--- config.mk ---
export PLATFORM = sky130hd
export DESIGN_NAME = riscv_ifetch
export DESIGN_NICKNAME = d
export VERILOG_FILES = /design/src/rtl/riscv_pkg.sv /design/src/rtl/ifetch_fifo.sv /design/src/rtl/riscv_ifetch.sv
export SDC_FILE = /design/constraint.sdc
export NUM_CORES = 1
export LEC_CHECK = 0
export CELL_PAD_IN_SITES_DETAIL_PLACEMENT = 0
export CELL_PAD_IN_SITES_GLOBAL_PLACEMENT = 2
export CORE_MARGIN = 4
export CORE_UTILIZATION = 30
export CTS_CLUSTER_SIZE = 24
export DETAILED_ROUTE_END_ITERATION = 12
export GPL_TIMING_DRIVEN = 0
export PLACE_DENSITY_LB_ADDON = 0.1
export SLEW_MARGIN = 20
export SYNTH_ARGS = -nofsm -noshare
export SYNTH_HDL_FRONTEND = slang
export SYNTH_SLANG_ARGS = --single-unit
--- constraint.sdc ---
create_clock -name clk -period 3.1 [get_ports clk]
set_input_delay 0.62 -clock clk [delete_from_list [all_inputs] [get_ports clk]]
set_output_delay 0.62 -clock clk [all_outputs]
set_load 0.02 [all_outputs]
--- src/rtl/riscv_pkg.sv ---
// riscv_pkg: definitions shared across the RISC-V core pipeline stages.
// Holds the data width, the canonical NOP, the major opcodes, the fetch
// FSM state type and a word-alignment helper.
package riscv_pkg;

    localparam int unsigned XLEN = 32;

    // addi x0, x0, 0: what decode sees when nothing is available
    localparam logic [XLEN-1:0] NOP = 32'h0000_0013;

    localparam logic [6:0] OPC_LW      = 7'b0000011;
    localparam logic [6:0] OPC_SW      = 7'b0100011;
    localparam logic [6:0] OPC_BEQ     = 7'b1100011;
    localparam logic [6:0] OPC_ALU_IMM = 7'b0010011;

    typedef enum logic {
        ST_RUN   = 1'b0,
        ST_DRAIN = 1'b1
    } fetch_state_t;

    function automatic logic [XLEN-1:0] word_align(input logic [XLEN-1:0] addr);
        return {addr[XLEN-1:2], 2'b00};
    endfunction

endpackage

--- src/rtl/ifetch_fifo.sv ---
// ifetch_fifo: DEPTH-entry synchronous FIFO used as the fetch prefetch
// buffer. Clear wins over push and pop in the same cycle. Push into a full
// FIFO and pop from an empty FIFO are ignored.
module ifetch_fifo #(
    parameter int unsigned DEPTH = 4,
    parameter int unsigned WIDTH = 64
) (
    input  logic                    clk,
    input  logic                    rst_n,
    input  logic                    i_push,
    input  logic                    i_pop,
    input  logic                    i_clear,
    input  logic [WIDTH-1:0]        i_data,
    output logic [WIDTH-1:0]        o_data,
    output logic [$clog2(DEPTH):0]  o_count,
    output logic                    o_empty,
    output logic                    o_full
);

    localparam int unsigned AW = $clog2(DEPTH);

    logic [WIDTH-1:0] r_mem [DEPTH];
    logic [AW-1:0]    r_wr_ptr;
    logic [AW-1:0]    r_rd_ptr;
    logic [AW:0]      r_count;
    logic             w_do_push;
    logic             w_do_pop;

    assign o_empty   = (r_count == '0);
    assign o_full    = (r_count == (AW+1)'(DEPTH));
    assign o_count   = r_count;
    assign o_data    = r_mem[r_rd_ptr];
    assign w_do_push = i_push && !o_full  && !i_clear;
    assign w_do_pop  = i_pop  && !o_empty && !i_clear;

    // Storage write; entries are only ever read behind a valid count.
    // NOTE: the array has no reset -- occupancy is tracked by r_count, so
    // clearing the storage would only add reset fan-out for no behaviour.
    always_ff @(posedge clk) begin
        if (w_do_push) begin
            r_mem[r_wr_ptr] <= i_data;
        end
    end

    // Pointer and occupancy bookkeeping.
    // NOTE: non-blocking assignments keep every flop sampling pre-edge values,
    // so the order of these statements cannot change the result.
    always_ff @(posedge clk or negedge rst_n) begin
        if (!rst_n) begin
            r_wr_ptr <= '0;
            r_rd_ptr <= '0;
            r_count  <= '0;
        end else if (i_clear) begin
            r_wr_ptr <= '0;
            r_rd_ptr <= '0;
            r_count  <= '0;
        end else begin
            if (w_do_push) r_wr_ptr <= r_wr_ptr + AW'(1);
            if (w_do_pop)  r_rd_ptr <= r_rd_ptr + AW'(1);
            r_count <= r_count + (AW+1)'(w_do_push) - (AW+1)'(w_do_pop);
        end
    end

endmodule

--- src/rtl/riscv_ifetch.sv ---
// riscv_ifetch: instruction fetch stage feeding the IF/ID register.
// Issues word-aligned requests, buffers {pc, instr} in a prefetch FIFO and
// hands them to decode over valid/ready. A redirect flushes the FIFO and
// discards every response still in flight (DRAIN state).
// Optional feature: define IFETCH_BYPASS_EN to present a response directly
// on id_* when the FIFO is empty, saving one cycle of fetch latency.
module riscv_ifetch
    import riscv_pkg::*;
#(
    parameter int unsigned DEPTH    = 4,
    parameter logic [31:0] RESET_PC = 32'h0000_0000
) (
    input  logic        clk,
    input  logic        rst_n,
    output logic        imem_req_valid,
    input  logic        imem_req_ready,
    output logic [31:0] imem_req_addr,
    input  logic        imem_rsp_valid,
    input  logic [31:0] imem_rsp_data,
    output logic        id_valid,
    input  logic        id_ready,
    output logic [31:0] id_instr,
    output logic [31:0] id_pc,
    input  logic        redirect_valid,
    input  logic [31:0] redirect_pc
);

    localparam int unsigned CW         = $clog2(DEPTH) + 1;
    localparam logic [CW:0] CREDIT_MAX = (CW+1)'(DEPTH);

    fetch_state_t      r_state;
    fetch_state_t      w_state_nxt;
    logic [XLEN-1:0]   r_fetch_pc;
    logic [XLEN-1:0]   r_id_pc;
    logic [CW-1:0]     r_out_cnt;
    logic [CW-1:0]     r_drop_cnt;
    logic              r_active;

    logic              w_rsp;
    logic              w_rsp_live;
    logic              w_bypass;
    logic              w_show;
    logic              w_req_fire;
    logic              w_push;
    logic              w_pop;
    logic [CW:0]       w_credit;
    logic [CW-1:0]     w_rsp_remaining;
    logic [XLEN-1:0]   w_rsp_pc;
    logic [CW-1:0]     w_fifo_count;
    logic              w_fifo_empty;
    logic              w_fifo_full;
    logic [63:0]       w_fifo_rdata;

    // A response with nothing outstanding is a protocol error and is ignored.
    assign w_rsp           = imem_rsp_valid && (r_out_cnt != '0);
    assign w_rsp_live      = w_rsp && (r_state == ST_RUN) && !redirect_valid;
    assign w_rsp_remaining = r_out_cnt - CW'(w_rsp);
    assign w_credit        = {1'b0, w_fifo_count} + {1'b0, r_out_cnt};
    // Outstanding requests in RUN are contiguous, so the oldest one's PC is
    // fetch_pc minus four bytes per outstanding request.
    assign w_rsp_pc        = r_fetch_pc - (XLEN'(r_out_cnt) << 2);

`ifdef IFETCH_BYPASS_EN
    assign w_bypass = w_rsp_live && w_fifo_empty;
`else
    assign w_bypass = 1'b0;
`endif

    assign w_show     = !w_fifo_empty || w_bypass;
    assign w_req_fire = imem_req_valid && imem_req_ready;
    assign w_pop      = id_valid && id_ready && !w_fifo_empty;
    // A bypassed response taken by decode this cycle never enters the FIFO.
    assign w_push     = w_rsp_live && !(w_bypass && id_ready);

    ifetch_fifo #(
        .DEPTH (DEPTH),
        .WIDTH (64)
    ) u_fifo (
        .clk     (clk),
        .rst_n   (rst_n),
        .i_push  (w_push),
        .i_pop   (w_pop),
        .i_clear (redirect_valid),
        .i_data  ({w_rsp_pc, imem_rsp_data}),
        .o_data  (w_fifo_rdata),
        .o_count (w_fifo_count),
        .o_empty (w_fifo_empty),
        .o_full  (w_fifo_full)
    );

    // FSM state register.
    always_ff @(posedge clk or negedge rst_n) begin
        if (!rst_n) r_state <= ST_RUN;
        else        r_state <= w_state_nxt;
    end

    // FSM next state: drain while stale responses remain after a redirect.
    // NOTE: the default assignment first makes every path drive w_state_nxt,
    // so no latch can be inferred.
    always_comb begin
        w_state_nxt = r_state;
        if (redirect_valid) begin
            w_state_nxt = (w_rsp_remaining != '0) ? ST_DRAIN : ST_RUN;
        end else if (r_state == ST_DRAIN) begin
            if ((r_drop_cnt == '0) || ((r_drop_cnt == CW'(1)) && w_rsp)) begin
                w_state_nxt = ST_RUN;
            end
        end
    end

    // FSM outputs: request issue under the credit rule and the decode view.
    always_comb begin
        imem_req_valid = r_active && (r_state == ST_RUN) && !redirect_valid
                         && (w_credit < CREDIT_MAX);
        imem_req_addr  = r_fetch_pc;
        id_valid       = w_show && !redirect_valid;
        if (!w_fifo_empty) begin
            id_instr = w_fifo_rdata[31:0];
            id_pc    = w_fifo_rdata[63:32];
        end else if (w_bypass) begin
            id_instr = imem_rsp_data;
            id_pc    = w_rsp_pc;
        end else begin
            id_instr = NOP;
            id_pc    = r_id_pc;
        end
    end

    // Fetch PC, in-flight counters and the held decode PC.
    always_ff @(posedge clk or negedge rst_n) begin
        if (!rst_n) begin
            r_fetch_pc <= word_align(RESET_PC);
            r_out_cnt  <= '0;
            r_drop_cnt <= '0;
            r_id_pc    <= '0;
            r_active   <= 1'b0;
        end else begin
            r_active  <= 1'b1;
            r_out_cnt <= r_out_cnt + CW'(w_req_fire) - CW'(w_rsp);
            if (redirect_valid) begin
                r_fetch_pc <= word_align(redirect_pc);
                r_drop_cnt <= w_rsp_remaining;
            end else begin
                if (w_req_fire) r_fetch_pc <= r_fetch_pc + 32'd4;
                if ((r_state == ST_DRAIN) && w_rsp && (r_drop_cnt != '0)) begin
                    r_drop_cnt <= r_drop_cnt - CW'(1);
                end
            end
            if (w_show) r_id_pc <= id_pc;
        end
    end

    // Memory must not answer a request that was never accepted.
    a_rsp_has_request: assert property (@(posedge clk) disable iff (!rst_n)
        imem_rsp_valid |-> (r_out_cnt != '0));

    // The issue credit must keep the FIFO from overflowing.
    a_no_push_when_full: assert property (@(posedge clk) disable iff (!rst_n)
        w_push |-> !w_fifo_full);

endmodule
==> summary.md <==
| Metric | Value |
|---|---|
| Syn avg cell area | 15.0 um^2 |
| Synth top area cells | edfxtp_1 (54%), dfrtp_1 (14%), mux4_2 (10%) |
| Die width | 223 um |
| Largest area contributor in the netlist | edfxtp_1 |
| Netlist cell types | 53 |
| Post-placement worst setup slack | -0.700 ns |
| Fin. max-slew vios | 0 |
| Uppermost layer routed | met4 |
| Count leader, synth | edfxtp_1 |
| Initial DRC count | 456 |
| Clock slew seen by the registers of the worst setup and hold paths | 0.06 ns |
| Fin nets | 1233 |
| H-tree levels | 2 |
| WL/cell | 20.1 um |
| TritonCTS Buffers | 38 |
| Metal2 WL | 17100 um |
| Yosys reg bits | 325 |
| Die area | 49600 um^2 |
| Fin crit period | 3.03 ns |
| Largest stage delay on the critical path | 0.54 ns |
| Status | finished clean |
| Slack of the critical path | 0.0745 ns |
| Final std cells w/o fill | 1770 |
| Clk sinks | 325 |
| WL final | 35600 um |
| First-pass GRT wire length | 54100 um |
| DR vias | 8164 |
| Fmax | 0.331 GHz |
| Aggregate global routing overflow | 0 |
| Asr flop ratio synth | 23.7% |
| Worst skew pair latency | 0.54 ns |
| Slowest CP cell | clkdlybuf4s50_1 |
| Mapped cell area | 13800 um^2 |
| Final setup vio count | 0 |
| Critical Path Start Type | flop |
| Pre-antenna DRT Iters | 4 |
| Setup tns final | 0 ns |
| Syn Inst Count | 922 |
| Worst Path Arrival | 2.41 ns |
| Total GRT Usage | 14.2% |
| PwrDens | 873 nW/um^2 |
| Largest net degree at the start of global routing | 49 |
| Worst path buffer plus inverter count | 2 |
| RSZ-0062 raised after global routing | no |
| Max-slew headroom | 52.0% |
| WL met3 | 1500 um |
| Placed wire-length estimate | 24100 um |
| Clock skew | 0.0161 ns |
| Leakage | 6.56 nW |
| Worst Setup End Kind | output pin |
| Root Driver | clkbuf_16 |
| Tcrit/Tclk final | 97.6% |
| DRT met1 WL | 16400 um |
| Post-synth top cells | edfxtp_1 (248), nand2_1 (172), dfrtp_1 (77) |
| Top Ports | 168 |
| Maximum clock path buffer count | 3 |
| Initial core utilization | 30.4% |
| Area grow syn2layout | 28.6% |
| Antenna Cells | 0 |
| Vias per std cell | 4.61 |
| Final ANT Viol Nets | 0 |
| Die Ht | 223 um |
| Vias in the first global route | 8730 |
| Hold crit path type | reg2reg |
| Crit-path leading delay family | buffers and inverters |
| PortBufs | 162 |
| DRC viols | 0 |
| Std-Cell Rows | 78 |
| Antenna violations before repair | 0 |
| Share of cells above drive strength 1 | 17.2% |
| Final Hold Vio Count | 0 |
| Max-cap check violation count | 0 |
| Ys Warns | 0 |
| Post-Place Cells | 1690 |
| Predominant post-synthesis flop cell | edfxtp_1 |
| CTS tree | done |
| Worst path cell trace | buf_12, mux4_2, or2_2, clkdlybuf4s50_1 |
| Worst-path fanout max | 7 |
| Worst slew pin tran | 0.714 ns |
| Core Area | 45500 um^2 |
| Fin Hold WS | 0.457 ns |
| Crit Path Class | reg2out |
| Critical Path RT | 2.48 ns |
| Placer Congestion | 0.713 |
| Worst VDD drop | 0.000339 V |
| Post-synth EDFFs | 248 |
| Top-area cell type share of the netlist area | 53.9% |
| Seq/Total Area, Yosys | 67.8% |
==> final timing paths <==
check / cells past startpoint / slack, ns / end / from
max: 4 / 0.07 / id_instr[4] / u_fifo.r_rd_ptr[0]
min: 2 / 0.46 / r_id_pc[20] / r_id_pc[20]
max reg2reg: 11 / 0.21 / r_out_cnt[2] / u_fifo.o_count[1]
min reg2reg: 2 / 0.46 / r_id_pc[20] / r_id_pc[20]
max in group asynchronous: 3 / 1.96 / u_fifo.o_count[1] / rst_n
min in group asynchronous: 2 / 0.54 / r_id_pc[29] / rst_n
==> logic make-up after synthesis <==
family / share of synthesized area (%)
mux: 10.5
buf+inv: 2.20
simple gates: 11.5
fa+ha+maj: 2.15
xor+xnor: 2.91
flops: 67.8
other cells: 0.0543
compound gates: 2.96
==> routing by layer <==
layer / vias to the layer above / track usage, %
li1: 3877 / -
met4: 0 / 3.22
met3: 40 / 3.38
met2: 180 / 23.6
met5: - / 0
met1: 4067 / 19.1
==> cells in the final DEF, fill, tap and decap left out, types with 15 or more instances in the layout <==
cell,instances
dlygate4sd2_1,54
o21ai_0,19
mux4_2,62
nand4_1,20
clkbuf_1,24
edfxtp_1,248
nand2_1,172
dfrtp_1,72
clkdlybuf4s50_1,100
clkbuf_16,41
xor2_1,23
and2_1,34
buf_4,16
nand3_1,21
o211ai_1,15
inv_1,19
nor2_1,26
ha_1,19
xnor2_1,20
==> layout make-up <==
type | count | area [um^2]
clock inverters | 22 | 156
flip-flops and latches | 325 | 9380
inverters | 21 | 78.8
plain buffers | 48 | 300
well taps | 600 | 751
multi-input cells | 524 | 4240
clock buffers | 47 | 1060
repair buffers | 183 | 1820
fillers | 4385 | 27700
==> timing repair <==
item	4_1_cts	5_1_grt
resized for setup	109	18
pin swaps	2	0
hold buffers	1	0
hold endpoints to repair	29	0
setup endpoints to repair	95	125
setup buffers	11	4
==> worst min-delay path, delay by kind of cell, from the launching register on <==
kind,cells,cell delay [ns]
simple gates,2,0.11
flops,1,0.32
==> power by group <==
group	switching, W	internal, W	total, W
Clock	0.00177	0.00259	0.00436
Combinational	0.00337	0.00235	0.00571
Sequential	0.000222	0.00524	0.00546
Total	0.00536	0.0102	0.0155
==> per-stage QoR <==
stage / utilization, % / power, W / instance area [um^2]
after floorplan: - / 0.00888 / 13800
after global placement: 35.6 / 0.0115 / 16200
after detailed placement: 35.9 / 0.0116 / 16300
after CTS: 38.9 / 0.0159 / 17700
after global routing: 39.1 / 0.0165 / 17800
final: 39.1 / 0.0155 / 17800
==> flip-flops by register name, summed over array words and instances, names as in the netlist <==
signal           flops
imem_req_addr       30
r_active             1
r_drop_cnt           3
r_id_pc             32
r_out_cnt            3
r_state              1
u_fifo.o_count       3
u_fifo.r_mem       248
u_fifo.r_rd_ptr      2
u_fifo.r_wr_ptr      2
(Power assumes the default switching activity.)
